[config.mk]
export PLATFORM = sky130hd
export DESIGN_NAME = tristate_bus_rx_flat
export DESIGN_NICKNAME = d
export VERILOG_FILES = /design/src/rtl/tristate_bus_rx_if.sv /design/src/rtl/tristate_bus_rx.sv /design/src/flat_wrapper.sv
export SDC_FILE = /design/constraint.sdc
export NUM_CORES = 1
export LEC_CHECK = 0
export ABC_AREA = 1
export CAP_MARGIN = 30
export CORE_ASPECT_RATIO = 0.6
export CORE_UTILIZATION = 50
export DETAILED_ROUTE_END_ITERATION = 8
export PLACE_DENSITY = 0.66
export SYNTH_ARGS = -nofsm -noshare
export SYNTH_HDL_FRONTEND = slang
export SYNTH_SLANG_ARGS = --single-unit
[constraint.sdc]
create_clock -name clk -period 3.2 [get_ports clk]
set_input_delay 0.64 -clock clk [delete_from_list [all_inputs] [get_ports clk]]
set_output_delay 0.64 -clock clk [all_outputs]
set_load 0.02 [all_outputs]
[src/rtl/tristate_bus_rx_if.sv]
// tristate_bus_rx_if: bus wire, driver enable and receive-side valid/ready port
interface tristate_bus_rx_if #(parameter int DATA_W = 8);
  logic bus_line, bus_drv_en, rd_ready, clr_ovf;
  logic rd_valid, frame_err, overflow, busy;
  logic [DATA_W-1:0] rd_data;
  modport master(output bus_line, bus_drv_en, rd_ready, clr_ovf, input rd_data, rd_valid, frame_err, overflow, busy);
  modport slave(input bus_line, bus_drv_en, rd_ready, clr_ovf, output rd_data, rd_valid, frame_err, overflow, busy);
endinterface

[src/rtl/tristate_bus_rx.sv]
// tristate_bus_rx: deserialises MSB-first words off the tristate bus into a show-ahead FIFO
module tristate_bus_rx #(
  parameter int DATA_W = 8,
  parameter int FIFO_DEPTH = 4,
  parameter int SETTLE_CYC = 1
) (
  input logic clk,
  input logic rst,
  tristate_bus_rx_if.slave bus
);
  localparam int BW = $clog2(DATA_W);
  localparam int AW = $clog2(FIFO_DEPTH);
  localparam int CW = AW + 1;
  localparam int SW = SETTLE_CYC > 1 ? $clog2(SETTLE_CYC) : 1;
  typedef enum logic [1:0] {IDLE, SETTLE, SHIFT} state_t;
  state_t state, state_n;
  logic [SW-1:0] settle_cnt, settle_n;
  logic [BW-1:0] bit_cnt, bit_n;
  logic [DATA_W-1:0] sh, sh_n;
  logic [DATA_W-1:0] mem [FIFO_DEPTH];
  logic [AW-1:0] wp, rp;
  logic [CW-1:0] cnt;
  logic push, pop, valid, full, accept, drop, ferr, ferr_n, ovf;
  always_comb begin
    state_n = state;
    settle_n = settle_cnt;
    bit_n = bit_cnt;
    sh_n = sh;
    push = 1'b0;
    ferr_n = 1'b0;
    unique case (state)
      IDLE: if (bus.bus_drv_en) begin
        state_n = SETTLE_CYC == 1 ? SHIFT : SETTLE;
        settle_n = SW'(1);
      end
      SETTLE: if (!bus.bus_drv_en) state_n = IDLE;
        else if (settle_cnt == SW'(SETTLE_CYC - 1)) state_n = SHIFT;
        else settle_n = settle_cnt + 1'b1;
      SHIFT: if (bus.bus_drv_en) begin
        sh_n = {sh[DATA_W-2:0], bus.bus_line};
        push = bit_cnt == BW'(DATA_W - 1);
        bit_n = push ? '0 : bit_cnt + 1'b1;
      end else begin
        state_n = IDLE;
        ferr_n = bit_cnt != '0;
        bit_n = '0;
      end
      default: state_n = IDLE;
    endcase
  end
  // a full FIFO still takes the new word if the head leaves in the same cycle
  assign valid = cnt != '0;
  assign full = cnt == CW'(FIFO_DEPTH);
  assign pop = valid & bus.rd_ready;
  assign accept = push & (~full | pop);
  assign drop = push & full & ~pop;
  always_ff @(posedge clk) begin
    if (rst) begin
      state <= IDLE;
      settle_cnt <= '0;
      bit_cnt <= '0;
      sh <= '0;
      ferr <= 1'b0;
      wp <= '0;
      rp <= '0;
      cnt <= '0;
      ovf <= 1'b0;
    end else begin
      state <= state_n;
      settle_cnt <= settle_n;
      bit_cnt <= bit_n;
      sh <= sh_n;
      ferr <= ferr_n;
      if (accept) wp <= wp + 1'b1;
      if (pop) rp <= rp + 1'b1;
      cnt <= cnt + CW'(accept) - CW'(pop);
      ovf <= drop | (ovf & ~bus.clr_ovf);
    end
  end
  always_ff @(posedge clk) if (accept) mem[wp] <= sh_n;
  assign bus.rd_valid = valid;
  assign bus.rd_data = valid ? mem[rp] : '0;
  assign bus.frame_err = ferr;
  assign bus.overflow = ovf;
  assign bus.busy = state != IDLE;
endmodule

[src/flat_wrapper.sv]
// flat-port wrapper written by rule: the top's interface ports become plain ports
module tristate_bus_rx_flat 
#(
  parameter int DATA_W = 8,
  parameter int FIFO_DEPTH = 4,
  parameter int SETTLE_CYC = 1
)
  (clk, rst, bus_bus_line, bus_bus_drv_en, bus_rd_ready, bus_clr_ovf, bus_rd_data, bus_rd_valid, bus_frame_err, bus_overflow, bus_busy);
  tristate_bus_rx_if #(.DATA_W(DATA_W)) bus_i ();
  input logic clk;
  input logic rst;
  input wire logic [$bits(bus_i.bus_line)-1:0] bus_bus_line;
  input wire logic [$bits(bus_i.bus_drv_en)-1:0] bus_bus_drv_en;
  input wire logic [$bits(bus_i.rd_ready)-1:0] bus_rd_ready;
  input wire logic [$bits(bus_i.clr_ovf)-1:0] bus_clr_ovf;
  output wire logic [$bits(bus_i.rd_data)-1:0] bus_rd_data;
  output wire logic [$bits(bus_i.rd_valid)-1:0] bus_rd_valid;
  output wire logic [$bits(bus_i.frame_err)-1:0] bus_frame_err;
  output wire logic [$bits(bus_i.overflow)-1:0] bus_overflow;
  output wire logic [$bits(bus_i.busy)-1:0] bus_busy;
  assign bus_i.bus_line = bus_bus_line;
  assign bus_i.bus_drv_en = bus_bus_drv_en;
  assign bus_i.rd_ready = bus_rd_ready;
  assign bus_i.clr_ovf = bus_clr_ovf;
  assign bus_rd_data = bus_i.rd_data;
  assign bus_rd_valid = bus_i.rd_valid;
  assign bus_frame_err = bus_i.frame_err;
  assign bus_overflow = bus_i.overflow;
  assign bus_busy = bus_i.busy;
  tristate_bus_rx #(.DATA_W(DATA_W), .FIFO_DEPTH(FIFO_DEPTH), .SETTLE_CYC(SETTLE_CYC)) u_core (.clk(clk), .rst(rst), .bus(bus_i));
endmodule
* Word-level counts from Yosys, hierarchy flattened
Memories as Yosys holds them, arrays and structs flattened. A register that Yosys moved wholly into a read port is not among the register bits.
Cells that the tools add are included.
** Storage, ports and cells
- Register bits :: 23
- RAM bits :: 32
- Input port bits :: 6
- Output and inout port bits :: 12
- Word-level logic and storage cells :: 63
- Memories kept :: 1
** Memories
- u_core.mem :: words 4, bits a word 8, read ports 1, clocked after memory_dff 1, wr ports 1, RTL line tristate_bus_rx.sv:20 : logic [DATA_W-1:0] mem [FIFO_DEPTH];
** Cells by class
- Add/subtract/negate cells :: 6
- Equality and inequality tests :: 8
- Mux-type cells :: 20
- Bitwise operators :: 11
- Reduce and logical (&&, ||, !) cells :: 8
** Operators by type and width (number)
- $mux W8 :: 3
- $mux W2 :: 6
- $mux W1 :: 7
- $eq A3 B3 Y1 const B :: 2
- $mux W3 :: 2
- $ne A2 B2 Y1 const B :: 3
- $pmux W2 S3 :: 1
- $reduce_and A3 Y1 :: 2
- $reduce_bool A3 Y1 :: 2
- $and A1 B1 Y1 :: 5
- $add A2 B1 Y2 const B :: 2
- $not A1 Y1 :: 4
- $reduce_bool A2 Y1 :: 2
- $add A3 B1 Y3 :: 1
- $add A3 B1 Y3 const B :: 1
- $ne A3 B3 Y1 const B :: 1
- $reduce_or A3 Y1 :: 1
- $sub A3 B1 Y3 :: 1
- $eq A2 B1 Y1 const B :: 1
- $eq A2 B2 Y1 const B :: 1
- $logic_not A2 Y1 :: 1
- $or A1 B1 Y1 :: 2
- $pmux W1 S2 :: 1
- $add A1 B1 Y1 const B :: 1

* Logic depth before layout (Yosys ltp)
Gate-level depths: netlist of run 1.
- Depth after elaboration :: 6
- Gate-level depth with buffers :: 11
- Mapped depth without buffers :: 11

* Worst setup path before layout of run 1
No wires, ideal clock.
- Path type :: input to register
- Start point :: in bus_rd_ready
- End point :: reg u_core.cnt[1]
- Setup time :: 0.128 ns
- Arrival time :: 1.740 ns
- Data required time :: 3.072 ns
- Slack :: 1.332 ns
- Stages on the path :: 8
- Path buffers :: 0
- Path through :: nor2_1 -> nand2_1 -> nand2_1 -> inv_1 -> ha_1 -> fa_1 -> inv_1 -> nor2_1
** Between the ends
- Cells in the longest elaborated chain, start to end :: 5
** RTL lines
- start, declared :: RTL line flat_wrapper.sv:14 : input wire logic [$bits(bus_i.rd_ready)-1:0] bus_rd_ready;
- $and A1 B1 Y1 (*) :: RTL line tristate_bus_rx.sv:54 : assign pop = valid & bus.rd_ready;
- $or A1 B1 Y1 :: RTL line tristate_bus_rx.sv:55 : assign accept = push & (~full | pop);
- $and A1 B1 Y1 :: RTL line tristate_bus_rx.sv:55
- $add A3 B1 Y3 :: RTL line tristate_bus_rx.sv:76 : cnt <= cnt + CW'(accept) - CW'(pop);
- $sub A3 B1 Y3 (*) :: RTL line tristate_bus_rx.sv:76
- end signal, assigned :: RTL line tristate_bus_rx.sv:76
- end, declared :: RTL line tristate_bus_rx.sv:22 : logic [CW-1:0] cnt;
Every way passes the cells marked *; elsewhere a longest branch is shown, timed or not.
A chain may end at the register's enable or synchronous reset.

==> results.txt, run 1 <==
wire length per cell: 13.5 um
I/O Buffers: 17
Setup CP Type: register to output port
area of the multi-input gates: 756 um2
Critical-path top delay cell: clkdlybuf4s50_1
Hold Buf Count CTS: 0
Die Span X: 90.6 um
core area: 4300 um2
Top delay family on crit path: buffers and inverters
row count: 18
Max-Cap Viols: 0
DP Worst Slack: 612 ps
DRT iter0 DRCs: 67
status: finished clean
power density cells: 632 nW/um2
CP required: 2560 ps
Mapped Cells: 242
post_cts resized: 0
Max stage delay on crit path: 610 ps
detailed placer's ending HPWL: 3.20 mm
Max Freq: 358 MHz
Finished Cell Area: 2680 um2
number of H-tree levels: 2
synthesis warning total: 0
CP startpoint kind: register
filler cell count: 364
TritonCTS clock tree: built
worst path buffer plus inverter count: 2
Inserted Clock Buffers: 5
layout cell share with drive strength beyond 1: 0.0833
# IOs: 18
post-route ant nets: 0
DRC: 0
Final period util: 0.874
FF+latch area: 1420 um2
crit path cell chain: inv_1 -> nor2_1 -> o21ai_0 -> a21oi_1 -> clkdlybuf4s50_1
leakage power figure: 1.07 nW
gr ovfl total: 0
setup tns final: 0 ps
slew margin rel.: 0.531
clk_lat worst skew: 300 ps
Post-Place Cell Area: 2590 um2
Die Area: 4990 um2
crit path max fanout: 9
number of iterations in the first detailed-routing pass: 4
Setup violations, final: 0
via count: 1558
Final Hold Fails: 0
Cell variety after synth: 21
Total Routing Usage GR: 0.198
Final Util: 0.623
synthesis-to-layout area growth: 13.9%
largest net degree at the start of global routing: 19
Slew Viols, Final: 0
RSZ-0062 raised after global routing: no
setup ws final: 404 ps
Layout Nets: 278
Syn Std Cell Area: 2350 um2
routability cong.: 0.754
Final min period: 2800 ps
slew of the pin with the lowest slew margin: 701 ps
Syn Nets: 257
vias per std cell: 4.81
postcts setup bufs: 0
number of synthesized register bits: 55
Hold WC Path Type: register to register
Die Ht: 55.1 um
vias in the first global route: 1417
clk_skew: 6.36 ps
clk buf depth: 2
CP endpoint kind: output port
first-pass GRT wire length: 7.04 mm
WL final: 4.38 mm
starting density of the core: 0.547
clk sinks: 55
post-synthesis sequential area ratio: 0.604
Worst EP arrival: 2160 ps
n_diodes: 0
Avg Inst Size Synth: 9.73 um2
Clock transition at path regs: 90 ps
initial antenna violation count: 0
Max VDD drop: 0.336 mV
Root Buffer: clkbuf_8
## layout by cell type (no fill, tap or decap), types with 2 or more instances in the layout
cell type	synthesis	routed
nor2_1	56	56
inv_1	33	33
edfxtp_1	32	32
dfxtp_1	23	23
nand2_1	19	19
a21oi_1	18	18
o21ai_0	17	17
clkdlybuf4s50_1	0	17
or2_1	8	8
ha_1	8	8
nand3_1	7	7
o21ai_2	7	7
clkbuf_8	0	6
buf_4	1	4
o21ai_1	2	2
## final cells by class
class | count | share of cell area
Multi-Input combinational cell | 145 | 0.282
Inverter | 35 | 0.0500
Clock buffer | 6 | 0.0308
Sequential cell | 55 | 0.530
Timing Repair Buffer | 21 | 0.0747
Tap cell | 60 | 0.0280
Clock inverter | 2 | 0.00420
## routing by layer
metal	vias to the layer above	share of wire	track usage
li1	819	-	-
met1	691	0.51	0.291
met2	44	0.39	0.289
met3	4	0.086	0.0492
met4	0	0.0073	0.0645
met5	-	0	0
## registers in the layout, summed over array words and instances, names as in the netlist, named ones only
register              cells
u_core.mem               32
u_core.sh                 8
u_core.bit_cnt            3
u_core.cnt                3
u_core.rp                 2
u_core.wp                 2
u_core.bus.frame_err      1
u_core.bus.overflow       1
u_core.state              1
## worst reg2reg max path: cells and delay by family (launching register included)
| family | cells | cell delay (ps) |
|---|---|---|
| buffers and inverters | 1 | 70 |
| adders and majority gates | 2 | 280 |
| DFF | 1 | 360 |
| and+or+nand+nor | 3 | 880 |
## worst paths after layout
check	from	end	slack (ps)	cells after the start
max	register	bus_rd_data[4]	400	5
min	u_core.bit_cnt[2]$_SDFFE_PP0P_	u_core.bus.frame_err$_SDFF_PP0_	470	2
max reg2reg	u_core.bit_cnt[1]$_SDFFE_PP0P_	u_core.mem[1][6]$_DFFE_PP_	1250	6
min reg2reg	u_core.bit_cnt[2]$_SDFFE_PP0P_	u_core.bus.frame_err$_SDFF_PP0_	470	2
## through the flow
step	total power, mW	hold WS, ps	cells
finish	1.69	469	324
global route	1.79	499	324
CTS	1.70	472	324
detailed placement	1.33	459	316
global placement	1.32	456	316
floorplan	1.14	439	242
## synthesized netlist by cell type
cell type / number / area, um2
a21oi_1: 18 / 90.1
buf_1: 1 / 3.75
buf_2: 4 / 20.0
buf_4: 1 / 7.51
buf_6: 1 / 11.3
dfxtp_1: 23 / 460
edfxtp_1: 32 / 961
fa_1: 1 / 20.0
ha_1: 8 / 100
inv_1: 33 / 124
inv_2: 1 / 3.75
inv_4: 1 / 6.26
nand2_1: 19 / 71.3
nand2_4: 1 / 11.3
nand3_1: 7 / 35.0
nor2_1: 56 / 210
nor2_4: 1 / 11.3
o21ai_0: 17 / 85.1
o21ai_1: 2 / 10.0
o21ai_2: 7 / 61.3
or2_1: 8 / 50.1
## cells by family after synthesis
group,Yosys count,share of synthesized area
fa+ha+maj,9,0.0510
simple gates,92,0.165
compound gates,44,0.105
buf+inv,42,0.0750
flops,55,0.604
## where the power goes
part           internal [mW]  switching, mW
clock                  0.173          0.211
sequential             0.781         0.0223
combinational          0.196          0.311
total                   1.15          0.544
(Power assumes the default switching activity.)
==> run 2, diff against run 1 <==
--- a/config.mk
+++ b/config.mk
@@ -7,10 +7,14 @@
 export LEC_CHECK = 0
 export ABC_AREA = 1
 export CAP_MARGIN = 30
+export CELL_PAD_IN_SITES_DETAIL_PLACEMENT = 1
+export CELL_PAD_IN_SITES_GLOBAL_PLACEMENT = 1
 export CORE_ASPECT_RATIO = 0.6
-export CORE_UTILIZATION = 50
+export CORE_UTILIZATION = 48
 export DETAILED_ROUTE_END_ITERATION = 8
-export PLACE_DENSITY = 0.66
+export MAX_ROUTING_LAYER = met4
+export PLACE_DENSITY = 0.79
+export SETUP_SLACK_MARGIN = 0.1
 export SYNTH_ARGS = -nofsm -noshare
 export SYNTH_HDL_FRONTEND = slang
 export SYNTH_SLANG_ARGS = --single-unit
==> results.txt, run 2 (synthesis gave the netlist of run 1 again) <==
status: finished clean
Setup violations, final: 0 (unchanged)
slew of the pin with the lowest slew margin: 713 ps (+11.2 ps)
row count: 19 (+1)
Root Buffer: clkbuf_8
Met2 Wirelength: 2.53 mm (+47%)
RSZ-0062 raised after global routing: no
setup ws final: 374 ps (-29.1 ps)
Final Hold Fails: 0 (unchanged)
synthesis-to-layout area growth: 15.4%
starting density of the core: 0.508 (-0.0394)
WL final: 5.42 mm (+24%)
Setup CP Type: register to output port
core area: 4640 um2 (+7.8%)
Clock transition at path regs: 90 ps (about the same)
biggest regs: u_core.mem: 32 flops, u_core.sh: 8 flops
Max Used Layer: met4
CP required: 2560 ps (about the same)
TritonCTS clock tree: built
clk sinks: 55 (unchanged)
routed length on met1: 2.67 mm (+19%)
Max-Cap Viols: 0 (unchanged)
Final min period: 2830 ps (+29.1 ps)
I/O Buffers: 17 (unchanged)
leakage power figure: 1.09 nW (+1.4%)
Worst EP arrival: 2190 ps (+30 ps)
Pint: 1.29 mW (+12%)
overall power: 1.88 mW (+11%)
clk buf depth: 2 (unchanged)
Layout Nets: 277 (-0.36%)
post-route ant nets: 0 (unchanged)
DRT iter0 DRCs: 77 (+15%)
net switching power: 0.585 mW (+7.4%)
setup tns final: 0 ps (unchanged)
Finished Cell Area: 2720 um2 (+1.3%)
Max stage delay on crit path: 610 ps (about the same)
first-pass GRT wire length: 8.87 mm (+26%)
Max VDD drop: 0.284 mV (-15%)
sw frac: 0.312 (-0.00971)
CP endpoint kind: output port
largest net degree at the start of global routing: 19 (unchanged)
Final period util: 0.883 (+0.00910)
Max Freq: 354 MHz (-1.0%)
number of iterations in the first detailed-routing pass: 4 (unchanged)
CP startpoint kind: register
Total Routing Usage GR: 0.237 (+0.0391)
Flop pwr share: 0.429 (-0.045)
met3 wire length: 161 um (-57%)
Post-Place Cell Area: 2580 um2 (-0.14%)
Inserted Clock Buffers: 5 (unchanged)
clk_lat worst skew: 300 ps (about the same)
via count: 1666 (+6.9%)
worst path buffer plus inverter count: 2 (unchanged)
commonest non-fill, non-tap cell in the layout: nor2_1
crit path cell chain: inv_1 -> nor2_1 -> o21ai_0 -> a21oi_1 -> clkdlybuf4s50_1
vias in the first global route: 1736 (+23%)
DP Worst Slack: 519 ps (-92.3 ps)
wire length per cell: 16.6 um (+23%)
Largest Register: u_core.mem
Hold Buf Count CTS: 0 (unchanged)
Slew Viols, Final: 0 (unchanged)
detailed placer's ending HPWL: 3.78 mm (+18%)
Hold WC Path Type: register to register
clock power share: 0.284 (+0.057)
post_cts resized: 0 (unchanged)
vias per std cell: 5.11 (+6.3%)
layout cell share with drive strength beyond 1: 0.0798 (-0.00349)
initial antenna violation count: 0 (unchanged)
clk_skew: 2.17 ps (-4.19 ps)
Top delay family on crit path: buffers and inverters
Die Ht: 56.2 um (+2.0%)
number of H-tree levels: 2 (unchanged)
combinational power share: 0.287 (-0.012)
Die Span X: 92.4 um (+2.0%)
max reg flops: 32 (unchanged)
DRC: 0 (unchanged)
Critical-path top delay cell: clkdlybuf4s50_1
# IOs: 18 (unchanged)
routability cong.: 0.749 (-0.65%)
slew margin rel.: 0.523 (-0.00751)
Die Area: 5200 um2 (+4.0%)
power density cells: 691 nW/um2 (+9.3%)
crit path max fanout: 9 (unchanged)
most frequent cells in the layout: nor2_1 (56), inv_1 (33), edfxtp_1 (32)
Final Util: 0.586 (-0.0373)
postcts setup bufs: 0 (unchanged)
gr ovfl total: 0 (unchanged)
n_diodes: 0 (unchanged)
[run 2: cell types whose count changed in the layout (fill, tap and decap cells not counted)]
cell,before,now
buf_4,4,3
bufinv_16,0,2
clkbuf_1,0,1
clkbuf_8,6,5
clkinv_1,1,0
clkinvlp_4,1,0
[run 2: area by class of cell]
type                    count  area, um2
fillers                   539       1920
clock inverters             2       60.1
repair buffers             20        193
inverters                  35        134
flip-flops and latches     55       1420
clock buffers               6       72.6
well taps                  63       78.8
multi-input cells         145        756
[run 2: routing by layer]
metal | vias up | GRT usage
met2 | 30 | 0.365
met4 | 0 | 0.0603
li1 | 816 | -
met1 | 811 | 0.324
met5 | - | -
met3 | 9 | 0.0492
[run 2: tightest hold or removal path, stage by stage, from the launching register on]
cell	delay, ps
dfxtp_1	340
inv_1	60
a21oi_1	50
[run 2: final timing paths]
path                                                startpoint                              end  slack (ps)  depth (start not counted)
worst max-delay path                                  register                   bus_rd_data[1]         370                          5
worst min-delay path            u_core.bit_cnt[2]$_SDFFE_PP0P_  u_core.bus.frame_err$_SDFF_PP0_         480                          2
worst max register to register        u_core.cnt[2]$_SDFF_PP0_         u_core.cnt[2]$_SDFF_PP0_        1110                         10
worst min register to register  u_core.bit_cnt[2]$_SDFFE_PP0P_  u_core.bus.frame_err$_SDFF_PP0_         480                          2
[run 2: power by group through the flow]
| stage | clock network, mW | registers (mW) | logic (mW) |
|---|---|---|---|
| 4_1_cts | 0.536 | 0.805 | 0.541 |
| 6_report | 0.533 | 0.804 | 0.538 |
| 3_3_place_gp | 0 | 0.819 | 0.508 |
| 5_1_grt | 0.562 | 0.808 | 0.586 |
| 3_5_place_dp | 0 | 0.821 | 0.528 |
| 2_1_floorplan | 0 | 0.812 | 0.325 |
[run 2: metrics by stage]
stage / instances / hold WS, ps
2_1_floorplan: 242 / 439
3_3_place_gp: 318 / 463
3_5_place_dp: 318 / 460
4_1_cts: 326 / 493
5_1_grt: 326 / 511
6_report: 326 / 484
